==> config.mk <==
export PLATFORM = sky130hd
export DESIGN_NAME = axi_ar_xbar_flat
export DESIGN_NICKNAME = d
export VERILOG_FILES = /design/src/rtl/axi_xbar_pkg.sv /design/src/rtl/axi_ar_xbar_if.sv /design/src/rtl/axi_rr_arbiter.sv /design/src/rtl/axi_ar_xbar.sv /design/src/flat_wrapper.sv
export SDC_FILE = /design/constraint.sdc
export NUM_CORES = 1
export LEC_CHECK = 0
export CAP_MARGIN = 20
export CORE_MARGIN = 5
export CORE_UTILIZATION = 50
export DETAILED_ROUTE_END_ITERATION = 12
export HOLD_SLACK_MARGIN = 0.05
export PLACE_DENSITY = 0.89
export REMOVE_ABC_BUFFERS = 1
export SKIP_LAST_GASP = 1
export SYNTH_ARGS = -nofsm -noshare
export SYNTH_HDL_FRONTEND = slang
export SYNTH_SLANG_ARGS = --single-unit
==> constraint.sdc <==
create_clock -name ACLK -period 4.9 [get_ports ACLK]
set_input_delay 0.98 -clock ACLK [delete_from_list [all_inputs] [get_ports ACLK]]
set_output_delay 0.98 -clock ACLK [all_outputs]
set_load 0.05 [all_outputs]
==> src/rtl/axi_xbar_pkg.sv <==
// Shared defaults for the AXI read-address crossbar: widths, payload struct and address map.
package axi_xbar_pkg;

  localparam int unsigned DefNumM  = 2;
  localparam int unsigned DefNumS  = 6;
  localparam int unsigned DefIdW   = 4;
  localparam int unsigned DefMidW  = 4;
  localparam int unsigned DefAddrW = 32;
  localparam int unsigned DefLenW  = 4;
  localparam int unsigned DefSizeW = 3;

  typedef struct packed {
    logic [DefIdW+DefMidW-1:0] id;
    logic [DefAddrW-1:0]       addr;
    logic [DefLenW-1:0]        len;
    logic [DefSizeW-1:0]       size;
    logic [1:0]                burst;
  } ar_payload_t;

  // Slave s owns the 64 KiB window starting at s<<16.
  localparam logic [DefNumS-1:0][DefAddrW-1:0] DefSlvBase = {
    32'h0005_0000, 32'h0004_0000, 32'h0003_0000,
    32'h0002_0000, 32'h0001_0000, 32'h0000_0000
  };
  localparam logic [DefNumS-1:0][DefAddrW-1:0] DefSlvMask = {DefNumS{32'hFFFF_0000}};

endpackage

==> src/rtl/axi_ar_xbar_if.sv <==
// N-port AXI read-address bundle; 'master' drives requests, 'slave' returns ready.
interface axi_ar_xbar_if #(
  parameter int unsigned N      = 2,
  parameter int unsigned ID_W   = 4,
  parameter int unsigned ADDR_W = 32,
  parameter int unsigned LEN_W  = 4,
  parameter int unsigned SIZE_W = 3
) ();

  logic [N-1:0][ID_W-1:0]   arid;
  logic [N-1:0][ADDR_W-1:0] araddr;
  logic [N-1:0][LEN_W-1:0]  arlen;
  logic [N-1:0][SIZE_W-1:0] arsize;
  logic [N-1:0][1:0]        arburst;
  logic [N-1:0]             arvalid;
  logic [N-1:0]             arready;

  modport master (
    output arid, araddr, arlen, arsize, arburst, arvalid,
    input  arready
  );

  modport slave (
    input  arid, araddr, arlen, arsize, arburst, arvalid,
    output arready
  );

endinterface

==> src/rtl/axi_rr_arbiter.sv <==
// Round-robin arbiter: grants the first requester at or after its pointer, advancing past the
// winner when the grant is consumed.
module axi_rr_arbiter #(
  parameter int unsigned N = 2
) (
  input  logic         clk_i,
  input  logic         rst_ni,
  input  logic [N-1:0] req_i,
  input  logic         advance_i,
  output logic [N-1:0] gnt_o
);

  localparam int unsigned PtrW = (N > 1) ? $clog2(N) : 1;

  logic [PtrW-1:0] ptr_q, ptr_d;
  logic            found;

  always_comb begin
    gnt_o = '0;
    ptr_d = ptr_q;
    found = 1'b0;
    // First pass: requesters at or after the pointer; second pass wraps around.
    for (int unsigned j = 0; j < N; j++) begin
      if (!found && req_i[j] && (j >= 32'(ptr_q))) begin
        found    = 1'b1;
        gnt_o[j] = 1'b1;
        if (advance_i) ptr_d = PtrW'((j + 1) % N);
      end
    end
    for (int unsigned j = 0; j < N; j++) begin
      if (!found && req_i[j]) begin
        found    = 1'b1;
        gnt_o[j] = 1'b1;
        if (advance_i) ptr_d = PtrW'((j + 1) % N);
      end
    end
  end

  always_ff @(posedge clk_i) begin
    if (!rst_ni) ptr_q <= '0;
    else         ptr_q <= ptr_d;
  end

endmodule

==> src/rtl/axi_ar_xbar.sv <==
// AXI read-address crossbar: address decode, per-slave round-robin arbitration into a one-entry
// output register, and an always-ready sink reporting unmapped requests on the decerr channel.
module axi_ar_xbar
  import axi_xbar_pkg::*;
#(
  parameter int unsigned NUM_M  = DefNumM,
  parameter int unsigned NUM_S  = DefNumS,
  parameter int unsigned ID_W   = DefIdW,
  parameter int unsigned MID_W  = DefMidW,
  parameter int unsigned ADDR_W = DefAddrW,
  parameter int unsigned LEN_W  = DefLenW,
  parameter int unsigned SIZE_W = DefSizeW,
  parameter logic [NUM_S-1:0][ADDR_W-1:0] SLV_BASE = DefSlvBase,
  parameter logic [NUM_S-1:0][ADDR_W-1:0] SLV_MASK = DefSlvMask
) (
  input  logic                    ACLK,
  input  logic                    ARESETn,
  axi_ar_xbar_if.slave            mst,
  axi_ar_xbar_if.master           slv,
  output logic                    decerr_valid,
  output logic [ID_W+MID_W-1:0]   decerr_id,
  output logic [LEN_W-1:0]        decerr_len
);

  localparam int unsigned SidW = ID_W + MID_W;

  // Local payload type: the package struct only matches the default widths.
  typedef struct packed {
    logic [SidW-1:0]   id;
    logic [ADDR_W-1:0] addr;
    logic [LEN_W-1:0]  len;
    logic [SIZE_W-1:0] size;
    logic [1:0]        burst;
  } pld_t;

  logic [NUM_M-1:0][NUM_S-1:0] sel;
  logic [NUM_S-1:0][NUM_M-1:0] req_s, gnt_s;
  logic [NUM_M-1:0]            err_req, err_gnt, arready;
  logic [NUM_S-1:0]            load_ok;
  pld_t [NUM_M-1:0]            mst_pld;

  always_comb begin
    sel     = '0;
    err_req = '0;
    mst_pld = '0;
    req_s   = '0;
    for (int m = 0; m < NUM_M; m++) begin
      // Descending scan so the lowest matching slave overwrites any higher one.
      for (int s = NUM_S - 1; s >= 0; s--) begin
        if ((mst.araddr[m] & SLV_MASK[s]) == SLV_BASE[s]) begin
          sel[m]    = '0;
          sel[m][s] = 1'b1;
        end
      end
      err_req[m]       = mst.arvalid[m] && (sel[m] == '0);
      mst_pld[m].id    = {MID_W'(m), mst.arid[m]};
      mst_pld[m].addr  = mst.araddr[m];
      mst_pld[m].len   = mst.arlen[m];
      mst_pld[m].size  = mst.arsize[m];
      mst_pld[m].burst = mst.arburst[m];
      for (int s = 0; s < NUM_S; s++) req_s[s][m] = mst.arvalid[m] && sel[m][s];
    end
  end

  for (genvar s = 0; s < NUM_S; s++) begin : g_slv
    logic vld_q, vld_d;
    pld_t pld_q, pld_d;

    axi_rr_arbiter #(
      .N (NUM_M)
    ) u_arb (
      .clk_i     (ACLK),
      .rst_ni    (ARESETn),
      .req_i     (req_s[s]),
      .advance_i (load_ok[s]),
      .gnt_o     (gnt_s[s])
    );

    assign load_ok[s] = !vld_q || slv.arready[s];

    always_comb begin
      vld_d = vld_q && !slv.arready[s];
      pld_d = pld_q;
      for (int m = 0; m < NUM_M; m++) begin
        if (load_ok[s] && gnt_s[s][m]) begin
          vld_d = 1'b1;
          pld_d = mst_pld[m];
        end
      end
    end

    always_ff @(posedge ACLK) begin
      if (!ARESETn) begin
        vld_q <= 1'b0;
        pld_q <= '0;
      end else begin
        vld_q <= vld_d;
        pld_q <= pld_d;
      end
    end

    assign slv.arvalid[s] = vld_q;
    assign slv.arid[s]    = pld_q.id;
    assign slv.araddr[s]  = pld_q.addr;
    assign slv.arlen[s]   = pld_q.len;
    assign slv.arsize[s]  = pld_q.size;
    assign slv.arburst[s] = pld_q.burst;
  end

  // Error sink never stalls, so its arbiter advances on every grant.
  axi_rr_arbiter #(
    .N (NUM_M)
  ) u_err_arb (
    .clk_i     (ACLK),
    .rst_ni    (ARESETn),
    .req_i     (err_req),
    .advance_i (1'b1),
    .gnt_o     (err_gnt)
  );

  logic              dv_q, dv_d;
  logic [SidW-1:0]   did_q, did_d;
  logic [LEN_W-1:0]  dlen_q, dlen_d;

  always_comb begin
    dv_d   = |err_gnt;
    did_d  = did_q;
    dlen_d = dlen_q;
    for (int m = 0; m < NUM_M; m++) begin
      if (err_gnt[m]) begin
        did_d  = mst_pld[m].id;
        dlen_d = mst_pld[m].len;
      end
    end
  end

  always_ff @(posedge ACLK) begin
    if (!ARESETn) begin
      dv_q   <= 1'b0;
      did_q  <= '0;
      dlen_q <= '0;
    end else begin
      dv_q   <= dv_d;
      did_q  <= did_d;
      dlen_q <= dlen_d;
    end
  end

  assign decerr_valid = dv_q;
  assign decerr_id    = did_q;
  assign decerr_len   = dlen_q;

  // Each master hits one target, so its ready is the OR of all its grants.
  always_comb begin
    arready = err_gnt;
    for (int s = 0; s < NUM_S; s++) begin
      for (int m = 0; m < NUM_M; m++) arready[m] = arready[m] | (gnt_s[s][m] & load_ok[s]);
    end
    if (!ARESETn) arready = '0;
  end

  assign mst.arready = arready;

endmodule

==> src/flat_wrapper.sv <==
// flat-port wrapper written by rule: the top's interface ports become plain ports
module axi_ar_xbar_flat import axi_xbar_pkg::*;
#(
  parameter int unsigned NUM_M  = DefNumM,
  parameter int unsigned NUM_S  = DefNumS,
  parameter int unsigned ID_W   = DefIdW,
  parameter int unsigned MID_W  = DefMidW,
  parameter int unsigned ADDR_W = DefAddrW,
  parameter int unsigned LEN_W  = DefLenW,
  parameter int unsigned SIZE_W = DefSizeW,
  parameter logic [NUM_S-1:0][ADDR_W-1:0] SLV_BASE = DefSlvBase,
  parameter logic [NUM_S-1:0][ADDR_W-1:0] SLV_MASK = DefSlvMask
)
  (ACLK, ARESETn, decerr_valid, decerr_id, decerr_len, mst_arid, mst_araddr, mst_arlen, mst_arsize, mst_arburst, mst_arvalid, mst_arready, slv_arid, slv_araddr, slv_arlen, slv_arsize, slv_arburst, slv_arvalid, slv_arready);
  axi_ar_xbar_if #(.N(2), .ID_W(ID_W), .ADDR_W(ADDR_W), .LEN_W(LEN_W), .SIZE_W(SIZE_W)) mst_i ();
  axi_ar_xbar_if #(.N(6), .ID_W(ID_W), .ADDR_W(ADDR_W), .LEN_W(LEN_W), .SIZE_W(SIZE_W)) slv_i ();
  input  logic ACLK;
  input  logic ARESETn;
  output logic decerr_valid;
  output logic [ID_W+MID_W-1:0] decerr_id;
  output logic [LEN_W-1:0] decerr_len;
  input wire logic [$bits(mst_i.arid)-1:0] mst_arid;
  input wire logic [$bits(mst_i.araddr)-1:0] mst_araddr;
  input wire logic [$bits(mst_i.arlen)-1:0] mst_arlen;
  input wire logic [$bits(mst_i.arsize)-1:0] mst_arsize;
  input wire logic [$bits(mst_i.arburst)-1:0] mst_arburst;
  input wire logic [$bits(mst_i.arvalid)-1:0] mst_arvalid;
  output wire logic [$bits(mst_i.arready)-1:0] mst_arready;
  output wire logic [$bits(slv_i.arid)-1:0] slv_arid;
  output wire logic [$bits(slv_i.araddr)-1:0] slv_araddr;
  output wire logic [$bits(slv_i.arlen)-1:0] slv_arlen;
  output wire logic [$bits(slv_i.arsize)-1:0] slv_arsize;
  output wire logic [$bits(slv_i.arburst)-1:0] slv_arburst;
  output wire logic [$bits(slv_i.arvalid)-1:0] slv_arvalid;
  input wire logic [$bits(slv_i.arready)-1:0] slv_arready;
  assign mst_i.arid = mst_arid;
  assign mst_i.araddr = mst_araddr;
  assign mst_i.arlen = mst_arlen;
  assign mst_i.arsize = mst_arsize;
  assign mst_i.arburst = mst_arburst;
  assign mst_i.arvalid = mst_arvalid;
  assign mst_arready = mst_i.arready;
  assign slv_arid = slv_i.arid;
  assign slv_araddr = slv_i.araddr;
  assign slv_arlen = slv_i.arlen;
  assign slv_arsize = slv_i.arsize;
  assign slv_arburst = slv_i.arburst;
  assign slv_arvalid = slv_i.arvalid;
  assign slv_i.arready = slv_arready;
  axi_ar_xbar #(.NUM_M(NUM_M), .NUM_S(NUM_S), .ID_W(ID_W), .MID_W(MID_W), .ADDR_W(ADDR_W), .LEN_W(LEN_W), .SIZE_W(SIZE_W), .SLV_BASE(SLV_BASE), .SLV_MASK(SLV_MASK)) u_core (.ACLK(ACLK), .ARESETn(ARESETn), .mst(mst_i), .slv(slv_i), .decerr_valid(decerr_valid), .decerr_id(decerr_id), .decerr_len(decerr_len));
endmodule
==> impl_metrics.ini <==
[outcome]
status = complete, no violations

[critical_path]
cp_max_fo = 7
required_ns = 3.92
worstPathArrival_ns = 3.75
reg2regPathDepth = 6
r2r_start = u_core.g_slv[4].vld_q
worstSetupEndpointType = primary output
r2r_end = u_core.slv.arsize[13]
r2r_slack_ns = 2.68
worstSetupPathType = input pin to primary output
start_kind = input pin

[yosys]
netlist_area_um2 = 11950
netlist_instances = 1192
synth.distinct_cells = 58
yosys.area_share.xor_xnor_pct = 0
seq_area_frac_synth_pct = 49.09
synth_edf_count = 0
synth_adder_area_share_pct = 0
synth_flop_cell = dfxtp_1
async_reset_ff_share_pct = 0
synth.area.mux_share_pct = 10.47
ys_seq_elements = 293
syn_avg_cell_area_um2 = 10.02
ys.warnings.count = 0
synth_top_family_by_area = compound AO/OA/AOI/OAI gates
synth_compound_area_share_pct = 24.49
synth-simple-area-share_pct = 10.35

[power_and_ir_drop]
p_sw_share_pct = 22.26
power.net_switching_mw = 1.168
vdd_drop_max_v = 0.0002745
leakage_nw = 5.830
p_per_area_nw_per_um2 = 304.7
clkPwrFrac_pct = 48.2
seq_power_share_pct = 45.6
internal_power_mw = 4.080
comb_power_share_pct = 6.2

[layout]
multiInputGateArea_um2 = 5503
nets = 1639
fin_cells = 1881
drive_gt1_share_pct = 10.76
antennaDiodeCount = 0
fillerInstances = 1578
regArea_um2 = 5866
area_growth_pct = 44.17
final_util_pct = 73.38

[die]
initial_core_util_pct = 50.90
io_pins = 391
core_area_um2 = 23470
die_x_um = 164.6
die_h_um = 164.6
die_area_um2 = 27090
num_rows = 56

[detailed_routing]
via_per_inst = 6.040
drt-met1-wl_um = 16710
drc = 0
num_vias = 11362
route.met3.wl_um = 5056
first_pass_iters = 5
top_layer_used = met4
wl_met2_um = 20690
routed_wl_um = 44520
drt_iter0_drc = 836
avgRoutedWirePerCell_um = 23.67
route.antenna.remaining_nets = 0

[timing]
rsz0062_at_grt = false
finalHoldViolCount = 0
max_slew_margin_pct = 37.20
timing.fmax_ghz = 0.2115
tightest_slew_ns = 0.9419
final.setup.tns_ns = 0
clock_skew_ns = 0.01540
hold-worst-slack_ns = 0.4582
period_share_pct = 96.51
slew_viol_final = 0
period_minus_slack_ns = 4.729
setup_viol = 0

[global_routing]
gr-total-overflow = 0
grt_first_pass_wirelength_um = 67190
track_usage_pct = 31.41
grt_pass1_vias = 11724
grt_start_max_net_pins = 87
antenna_found_initial = 0

[placement]
dpl.hpwl_um = 29080
port_buffers = 387
place_inst = 1825
place.gp.congestion = 0.9022

[min_path]
min_from = u_core.slv.araddr[92]
holdPathEnd = u_core.slv.araddr[92]
hp-class = flip-flop to flip-flop
hold-path-cell-count = 1

[cts]
clk_path_buf_depth = 3
post_cts_buffers = 0
cts.clk_slew.worst_paths_ns = 0.06
ctsResizeCount = 0
htree_num_levels = 1
cts_tree = built
cts_buffers = 30
clkLatencyLatePin_ns = 0.56
cts_sinks = 293
hold_buffers = 0
root_buffer = clkbuf_16

[job]
cap_violations = 0
## registers in the layout, indices dropped and copies added (netlist names), named ones only
register,cells
u_core.g_slv.vld_q,6
u_core.decerr_id,5
u_core.slv.arsize,18
u_core.g_slv.u_arb.ptr_q,3
u_core.decerr_len,4
u_core.slv.arburst,12
u_core.slv.arlen,24
u_core.u_err_arb.ptr_q,1
u_core.slv.arid,24
u_core.decerr_valid,1
u_core.slv.araddr,192
## routing by layer
metal / global-route usage, % / up-vias
met3: 10.41 / 141
met4: 13.65 / 0
li1: - / 5075
met2: 52.37 / 680
met5: 0 / -
met1: 36.97 / 5466
## Yosys cell counts, types with 2 or more instances
library cell	n	share of area [%]
a2111oi_2	3	0.38
a211o_1	3	0.22
a211oi_1	36	2.3
a211oi_2	28	2.9
a21oi_1	139	5.8
a22o_1	2	0.15
a22oi_1	28	1.8
a311o_1	2	0.17
and2_1	33	1.7
and3_1	48	2.5
and3b_1	2	0.15
and4_1	2	0.15
buf_2	21	0.88
buf_4	15	0.94
buf_6	4	0.38
clkbuf_1	74	2.3
dfxtp_1	293	49
inv_1	32	1.0
mux2i_1	125	10
nand2_1	13	0.41
nand2b_1	8	0.42
nand3_1	8	0.34
nand3b_1	3	0.19
nand4_1	3	0.16
nor2_1	17	0.53
nor2b_1	9	0.47
nor3_1	15	0.63
nor3b_1	17	1.1
nor4_1	6	0.31
o21a_1	38	2.4
o21ai_0	97	4.1
o221a_2	29	2.7
o41a_1	2	0.19
o41ai_1	2	0.15
or3_1	8	0.42
or4_1	5	0.31
## cell families after synthesis
| group | count (synthesis) |
|---|---|
| AOI/OAI and AO/OA | 423 |
| DFF | 293 |
| and+or+nand+nor | 203 |
| buffers and inverters | 147 |
| muxes | 125 |
| other | 1 |
## layout make-up
| class | instances | share of cell area [%] |
|---|---|---|
| tap | 319 | 2.317 |
| multi-input combinational | 754 | 31.95 |
| clock buffer | 45 | 5.150 |
| timing repair buffer | 428 | 24.58 |
| clock inverter | 10 | 1.242 |
| sequential | 293 | 34.05 |
| inverter | 32 | 0.7118 |
## per-stage QoR
stage	setup WS (ns)	cell area (µm²)	power, mW
after floorplan	-1.422	11410	2.564
after global placement	0.2198	16100	2.757
after detailed placement	0.1834	16100	2.763
after CTS	0.1756	17210	5.266
after global routing	0.09088	17230	5.387
final	0.1710	17230	5.249
## power by group through the flow
| stage | Sequential [mW] | Clock, mW | Combinational (mW) |
|---|---|---|---|
| floorplan | 2.47 | 0 | 0.0956 |
| global placement | 2.45 | 0 | 0.312 |
| detailed placement | 2.45 | 0 | 0.317 |
| CTS | 2.39 | 2.55 | 0.322 |
| global route | 2.39 | 2.65 | 0.343 |
| finish | 2.39 | 2.53 | 0.326 |
## critical path, cell delays in order
cell and delay [ns]:
clkdlybuf4s50_1 0.40, or4_1 0.72, or4_1 0.71, buf_4 0.22
a211oi_1 0.17, nor3_1 0.07, a41oi_1 0.16, buf_4 0.17
buf_12 0.13
## cell usage in the layout, fill, tap and decap left out, types with 5 or more instances in the layout
| cell | netlist | routed |
|---|---|---|
| mux2i_1 | 125 | 125 |
| clkbuf_8 | 0 | 8 |
| a211oi_1 | 36 | 36 |
| o21ai_0 | 97 | 97 |
| o221a_2 | 29 | 29 |
| buf_12 | 0 | 5 |
| clkbuf_16 | 0 | 30 |
| clkbuf_1 | 74 | 7 |
| nand2_1 | 13 | 13 |
| nand3_1 | 8 | 8 |
| and2_1 | 33 | 32 |
| nand2b_1 | 8 | 6 |
| buf_4 | 15 | 38 |
| o21a_1 | 38 | 38 |
| dfxtp_1 | 293 | 293 |
| a22oi_1 | 28 | 28 |
| nor4_1 | 6 | 6 |
| nor3_1 | 15 | 15 |
| nor2_1 | 17 | 17 |
| or4_1 | 5 | 5 |
| bufinv_16 | 0 | 6 |
| or3_1 | 8 | 8 |
| a211oi_2 | 28 | 28 |
| nor2b_1 | 9 | 9 |
| inv_1 | 32 | 31 |
| a21oi_1 | 139 | 139 |
| and3_1 | 48 | 48 |
| nor3b_1 | 17 | 17 |
| clkdlybuf4s50_1 | 0 | 384 |
## worst max path at each step
stage,slack [ns],cells past startpoint,to,startpoint
floorplan,-1.42,4,mst_arready[0],mst_araddr[23]
global placement,0.22,9,mst_arready[1],mst_araddr[56]
detailed placement,0.18,9,mst_arready[1],mst_araddr[56]
CTS,0.18,9,mst_arready[1],mst_araddr[56]
global route,0.09,9,mst_arready[1],mst_araddr[56]
finish,0.17,9,mst_arready[1],mst_araddr[56]
Note: power is estimated with default switching activity, not from simulation.
